### config.mk
export PLATFORM = sky130hd
export DESIGN_NAME = debounce_edge_gen
export DESIGN_NICKNAME = d
export VERILOG_FILES = /design/src/rtl/debounce_edge_gen.sv
export SDC_FILE = /design/constraint.sdc
export NUM_CORES = 1
export LEC_CHECK = 0
export CAP_MARGIN = 20
export CELL_PAD_IN_SITES_DETAIL_PLACEMENT = 0
export CELL_PAD_IN_SITES_GLOBAL_PLACEMENT = 2
export CORE_MARGIN = 8
export CORE_UTILIZATION = 32
export DETAILED_ROUTE_END_ITERATION = 10
export HOLD_SLACK_MARGIN = 0.03
export PLACE_DENSITY_LB_ADDON = 0.05
export SLEW_MARGIN = 20
export SYNTH_ARGS = -nofsm -noshare
export SYNTH_HDL_FRONTEND = slang
export SYNTH_SLANG_ARGS = --single-unit
### constraint.sdc
create_clock -name clk -period 3.63 [get_ports clk]
set_clock_uncertainty 0.1 [all_clocks]
set_input_delay 0.363 -clock clk [delete_from_list [all_inputs] [get_ports clk]]
set_output_delay 0.363 -clock clk [all_outputs]
set_load 0.01 [all_outputs]
### src/rtl/debounce_edge_gen.sv
// Debouncer with edge strobes for a downstream enabled flop, plus a saturating glitch counter.
// Define DEBOUNCE_SYNC_EN to put a 2-flop synchronizer in front of the sampler.
module debounce_edge_gen #(
    parameter int STABLE_CYCLES = 10,
    parameter int CNT_W         = 4,
    parameter int GLITCH_W      = 8
) (
    input  logic                clk,
    input  logic                reset,
    input  logic                raw_in,
    output logic                d_out,
    output logic                rise_pulse,
    output logic                fall_pulse,
    output logic                en_pulse,
    output logic [GLITCH_W-1:0] glitch_cnt
);

    typedef enum logic [1:0] {
        LOW       = 2'd0,
        WAIT_HIGH = 2'd1,
        HIGH      = 2'd2,
        WAIT_LOW  = 2'd3
    } state_t;

    localparam logic [CNT_W-1:0] STABLE_LIM = CNT_W'(STABLE_CYCLES);
    localparam logic [CNT_W-1:0] CNT_ONE    = CNT_W'(1);

    state_t              state_reg;
    logic [CNT_W-1:0]    cnt_reg;
    logic                d_reg;
    logic                rise_reg;
    logic                fall_reg;
    logic                en_reg;
    logic [GLITCH_W-1:0] glitch_reg;
    logic [GLITCH_W-1:0] glitch_next;
    logic                sample;

`ifdef DEBOUNCE_SYNC_EN
    localparam int SYNC_STAGES = 2;
    logic [SYNC_STAGES-1:0] sync_reg;

    always_ff @(posedge clk) begin
        if (reset) begin
            sync_reg <= '0;
        end else begin
            sync_reg <= {sync_reg[SYNC_STAGES-2:0], raw_in};
        end
    end

    assign sample = sync_reg[SYNC_STAGES-1];
`else
    assign sample = raw_in;
`endif

    // Saturate at all-ones instead of wrapping back to zero.
    assign glitch_next = (&glitch_reg) ? glitch_reg : glitch_reg + 1'b1;

    always_ff @(posedge clk) begin
        if (reset) begin
            state_reg  <= LOW;
            cnt_reg    <= '0;
            d_reg      <= 1'b0;
            rise_reg   <= 1'b0;
            fall_reg   <= 1'b0;
            en_reg     <= 1'b0;
            glitch_reg <= '0;
        end else begin
            rise_reg <= 1'b0;
            fall_reg <= 1'b0;
            en_reg   <= 1'b0;
            case (state_reg)
                LOW: begin
                    if (sample) begin
                        state_reg <= WAIT_HIGH;
                        cnt_reg   <= CNT_ONE;
                    end else begin
                        cnt_reg   <= '0;
                    end
                end
                WAIT_HIGH: begin
                    if (!sample) begin
                        state_reg  <= LOW;
                        cnt_reg    <= '0;
                        glitch_reg <= glitch_next;
                    end else if (cnt_reg == STABLE_LIM) begin
                        state_reg <= HIGH;
                        cnt_reg   <= '0;
                        d_reg     <= 1'b1;
                        rise_reg  <= 1'b1;
                        en_reg    <= 1'b1;
                    end else begin
                        cnt_reg   <= cnt_reg + 1'b1;
                    end
                end
                HIGH: begin
                    if (!sample) begin
                        state_reg <= WAIT_LOW;
                        cnt_reg   <= CNT_ONE;
                    end else begin
                        cnt_reg   <= '0;
                    end
                end
                WAIT_LOW: begin
                    if (sample) begin
                        state_reg  <= HIGH;
                        cnt_reg    <= '0;
                        glitch_reg <= glitch_next;
                    end else if (cnt_reg == STABLE_LIM) begin
                        state_reg <= LOW;
                        cnt_reg   <= '0;
                        d_reg     <= 1'b0;
                        fall_reg  <= 1'b1;
                        en_reg    <= 1'b1;
                    end else begin
                        cnt_reg   <= cnt_reg + 1'b1;
                    end
                end
                default: begin
                    state_reg <= LOW;
                    cnt_reg   <= '0;
                    d_reg     <= 1'b0;
                end
            endcase
        end
    end

    assign d_out      = d_reg;
    assign rise_pulse = rise_reg;
    assign fall_pulse = fall_reg;
    assign en_pulse   = en_reg;
    assign glitch_cnt = glitch_reg;

endmodule
### After elaboration in Yosys (flattened, before gate mapping)

Cells that the tools add are included.

| operators by class | value |
|---|---|
| add/subtract/negate cells | 2 |
| equality and inequality tests | 14 |
| mux-type cells | 26 |
| bitwise logic cells | 2 |
| reductions and logical operators | 8 |

Operators with widths:

| kind | count |
|---|---|
| 8-bit 2-to-1 mux | 3 |
| 2-bit inequality test (second input constant) | 8 |
| 4-bit one-hot mux with 4 select lines | 1 |
| 8-bit one-hot mux with 2 select lines | 1 |
| 2-bit 2-to-1 mux | 6 |
| 4-bit 2-to-1 mux | 3 |
| 1-bit 2-to-1 mux | 9 |
| 8-bit by 1-bit adder with 8-bit output (second input constant) | 1 |
| 2-bit one-hot mux with 4 select lines | 1 |
| 8-bit AND reduction | 1 |
| 3-bit inequality test (second input constant) | 2 |
| 5-bit AND reduction | 1 |
| 4-bit by 1-bit adder with 4-bit output (second input constant) | 1 |
| 2-bit equality test (second input constant) | 2 |
| 4-bit equality test (second input constant) | 1 |
| 1-bit one-hot mux with 2 select lines | 2 |
| 4-bit AND reduction | 1 |
| 2-bit OR reduction | 2 |
| 3-bit AND reduction | 1 |
| 2-bit by 1-bit equality test with 1-bit output (second input constant) | 1 |
| 2-bit zero test | 1 |
| 1-bit inverter | 2 |
| 2-bit nonzero test | 1 |

| word-level totals | value |
|---|---|
| bits in registers | 18 |
| input bits | 3 |
| output and inout port bits | 12 |

### Longest topological paths before layout

| depth | value |
|---|---|
| depth after elaboration | 4 |
| mapped depth | 6 |
| gate-level depth less buffers | 6 |

### Worst setup path after synthesis

Ideal clock, no wire load.

| timing path | value |
|---|---|
| path type | register -> register |
| start point | register glitch_reg[0] (netlist: glitch_cnt[0]) |
| end point | register glitch_reg[4] (netlist: glitch_cnt[4]) |
| setup time | 0.071 ns |
| data arrival time | 1.374 ns |
| required time | 3.459 ns |
| path slack | 2.085 ns |
| cell stages (with the launch flop) | 7 |
| path buffers | 1 |
| period minus slack after synthesis | 1.545 ns |
| cells stage by stage | dfxtp_1 > ha_1 > nand3_1 > o211ai_2 > buf_6 > or3_1 > a21oi_1 |

| between the ends | value |
|---|---|
| cells in the longest elaborated chain, start to end | 4 |
| elaborated cells on any way between the ends | 6 |

RTL lines:

| what | line | RTL |
|---|---|---|
| from (decl) | 34 | `logic [GLITCH_W-1:0] glitch_reg;` |
| from (signal assigned) | 84 | `glitch_reg <= glitch_next;` |
| from (signal assigned) | 107 | `glitch_reg <= glitch_next;` |
| 8-bit by 1-bit adder with 8-bit output or 8-bit AND reduction (tied branches) | 56 | `assign glitch_next = (&glitch_reg) ? glitch_reg : glitch_reg + 1'b1;` |
| 8-bit 2-to-1 mux (*) | 56 |  |
| 8-bit 2-to-1 mux, on equally long branches | 104, 81 |  |
| 8-bit one-hot mux with 2 select lines (*) | 71 | `case (state_reg)` |

Mark *: on every way between the ends. The rest lies on a longest branch, timed or not. The select of a mux whose other input is x is not followed.
A chain may end at the register's enable or synchronous reset.

### Worst setup path in the final report

| timing path | value |
|---|---|
| start point | input raw_in |
| end point | register glitch_reg[5] (netlist: glitch_cnt[5]) |

| between the ends | value |
|---|---|
| cells in the longest elaborated chain, start to end | 2 |
| elaborated cells on any way between the ends | 3 |

RTL lines:

| what | line | RTL |
|---|---|---|
| from (decl) | 10 | `input logic raw_in,` |
| 2-bit inequality test (no source line) | - |  |
| 3-bit AND reduction (no source line) (*) | - |  |

Mark *: on every way between the ends. The rest lies on a longest branch, timed or not.

==> summary.md <==
| Metric | Value |
|---|---|
| DRC viols | 0 |
| Sequential fraction of the synthesis area | 46.8% |
| Clock buffer count from CTS | 3 |
| Biggest fanout along the worst timing path | 12 |
| Die extent in x | 65.1 µm |
| Ratio of cells with drive above 1 in the final layout | about 6.2% |
| Cell at the root of the clock tree | clkbuf_4 |
| Startpoint Class | input pin |
| Global placement routability congestion | between 0.7 and 0.8 |
| Switching Power | about 69 µW |
| Final-layout worst hold slack | roughly 400 ps |
| Via count | slightly above 600 |
| Post-Synthesis Cell Area | about 770 µm² |
| HPWL after DPL | approximately 1200 µm |
| Pre-CTS WS | 1410 ps |
| Internal power component | between 200 and 250 µW |
| Final clock period utilization by the worst path | a little over half |
| TritonRoute pass-1 iters | 4 |
| Count of antenna-violating nets left after detailed routing | 0 |
| Standard-cell row count | 17 |
| Most used cells in the layout excluding fill and tap cells | 18 x dfxtp_1, 14 x clkdlybuf4s50_1, 7 x a21oi_1 |
| Most common cell after layout, fill and taps aside | dfxtp_1 |
| Synthesis-to-finish area growth | 23.7% |
| Placeable core area | ~2300 µm² |
| Gate Count Post-Synth | between 80 and 90 |
| Die Ht | about 65 µm |
| Count of maximum capacitance violations | 0 |
| Setup repair after global routing missed its margin | no |
| CP Data Required Time | between 3000 and 4000 ps |
| Count of final max-slew check failures | 0 |
| Max reg flops | 8 |
| Crit end category | flop |
| Count of pins on the block boundary | 15 |
| Final core utilization | between 40% and 50% |
| Cell leakage power | approximately 0.32 nW |
| Setup fix buffers added after clock tree synthesis | 0 |
| Wire length of the first global-routing pass | between 2000 and 3000 µm |
| Total track usage | under 10% |
| Routed wire per std cell | 12.9 µm |
| Switching share of power | between 20% and 30% |
| Vias in the first global route | approximately 660 |
| Post-detailed-route via-to-cell ratio | roughly 5.0 |
| Result of the run | completed |
| Filler Cells Inserted | 251 |
| Total overflow reported by the global router | 0 |
| Worst hold start | glitch_cnt[6]$_SDFFE_PP0P_ |
| Antenna violations before repair | 0 |
| Post-synthesis register bit count | 18 |
| Clock edge transition at the registers on the reported setup and hold paths | roughly 100 ps |
| Mean cell area of the mapped netlist | approximately 9.4 µm² |
| Largest family of logic cells by synthesized area | simple AND/OR/NAND/NOR gates |
| Share of total power in sequential cells | between 60 and 70% |
| Synth Area in Compound Gates | 14.3% |
| Final WL | between 1500 and 2000 µm |
| Number of gates resized after CTS | 0 |
| Maximum resistive drop on vdd | between 0.1 and 0.15 mV |
| Distinct cells, synth | 28 |
| Adder-cell share of the synthesized area | approximately 4.9% |
| Power density relative to cell area | 329 nW/µm² |
| Design area | 953 µm² |
| Largest net degree at the start of global routing | 15 |
| Setup total negative slack | 0 ps |
| Number of flops mapped to enable cells by yosys | 0 |
| TritonCTS Sinks | 18 |
| Portion of total power attributed to the clock network | between 30% and 40% |
| Antenna diodes | 0 |
| Critical path origin | raw_in |
| Fraction of synthesized area in multiplexers | around 2.8% |
| WP data arrival | ~2000 ps |
| Kind of critical path | in -> reg |
| CTS tree | done |
| Proportion of register bits with asynchronous set or reset after synthesis | 0% |
| Shortest period the worst path allows | between 1500 and 2000 ps |
| Area of the die | approximately 4200 µm² |
| Primary FF master, synth | dfxtp_1 |
| Number of levels the H-tree was split into | 1 |
| Post-place instance area | a little over 900 µm² |
| Buffers added on ports | 14 |
| Parity-gate share of the synthesized area counting xor and xnor cells | 4.38% |
| Initial core utilization | 34.2% |
| Total number of nets in the final design | approximately 110 |
| Classification of the worst-slack hold path | reg -> reg |
| Area fraction in and, or, nand and nor cells after synthesis | a little under a quarter |
| Max Clock Freq | 0.521 GHz |
| Synth Net Count | 88 |
| Maximum clock path buffer count | 2 |
| Transition time at the pin with the least slew margin | 506 ps |
| Hold_buf cts | 0 |
| Insertion delay to the later sink of the worst-skew pair | roughly 280 ps |
| Number of DRC markers after the initial detailed-route iteration | 19 |
| Final number of hold-violating endpoints | 0 |
| Setup slack of the critical path after layout | between 1500 and 2000 ps |
| Number of warnings reported in the yosys synthesis log | 0 |
| Combinational group share of total power | approximately 4.7% |
| Number of endpoints failing setup at the final stage | 0 |
| Tightest slew margin relative to the limit | around two thirds |
## critical path: stages
cell	delay [ps]
clkdlybuf4s50_1	520
xnor2_2	260
o211ai_2	270
or4_1	470
a21oi_1	150
## cell type report
cell class	count	area, µm²	area share [%]
clock buffers	3	22.5	2.36
inverters	3	11.3	1.18
multi-input cells	59	384	40.3
flip-flops and latches	18	360	37.8
well taps	28	35.0	3.67
repair buffers	14	140	14.7
## per-stage QoR
step | instances | power (mW)
4_1_cts | 125 | 0.319
3_5_place_dp | 122 | 0.222
3_3_place_gp | 122 | 0.222
2_1_floorplan | 82 | 0.216
6_report | 125 | 0.314
5_1_grt | 125 | 0.328
## synthesized netlist by cell type (2+ instances only)
cell | n | area share (%)
a21oi_1 | 7 | 4.5
dfxtp_1 | 18 | 47
ha_1 | 3 | 4.9
inv_1 | 3 | 1.5
nand2_1 | 6 | 2.9
nand3_1 | 4 | 2.6
nand4_1 | 2 | 1.6
nor2_1 | 6 | 2.9
nor3_1 | 5 | 3.2
nor4b_1 | 2 | 2.3
o21ai_0 | 5 | 3.2
o31ai_1 | 2 | 1.9
or3_1 | 3 | 2.4
or4_1 | 2 | 1.9
## kinds of logic (layout without fill, tap and decap cells)
group                      count (synthesis)  after routing
AOI/OAI and AO/OA                         18             18
xor gates and xnor gates                   3              3
adders and majority gates                  3              3
buffers and inverters                      5             20
DFF                                       18             18
muxes                                      2              2
and+or+nand+nor                           33             33
## power by group through the flow
| stage | clock network, mW | logic, mW | registers [mW] |
|---|---|---|---|
| 3_3_place_gp | 0 | 0.0150 | 0.207 |
| 4_1_cts | 0.102 | 0.0151 | 0.202 |
| 3_5_place_dp | 0 | 0.0151 | 0.207 |
| 2_1_floorplan | 0 | 0.00876 | 0.207 |
| 6_report | 0.0967 | 0.0149 | 0.202 |
| 5_1_grt | 0.108 | 0.0170 | 0.203 |
## layer usage
layer  track usage, %  routed length (µm)  up-vias  share of wire, %
met5                0                   0        -                 0
met4             4.90                  17        0               1.1
met3             2.75                  92        2               5.7
met2             12.9                 666       10                41
met1             10.2                 837      276                52
li1                 -                   -      331                 -
## final timing paths
kind	to	slack, ps	cells past startpoint
worst min register to register	glitch_cnt[6]$_SDFFE_PP0P_	400	2
worst max-delay path	glitch_cnt[5]$_SDFFE_PP0P_	1710	5
worst min-delay path	glitch_cnt[6]$_SDFFE_PP0P_	400	2
worst max register to register	glitch_cnt[5]$_SDFFE_PP0P_	1920	4
Note: power is estimated with default switching activity, not from simulation.
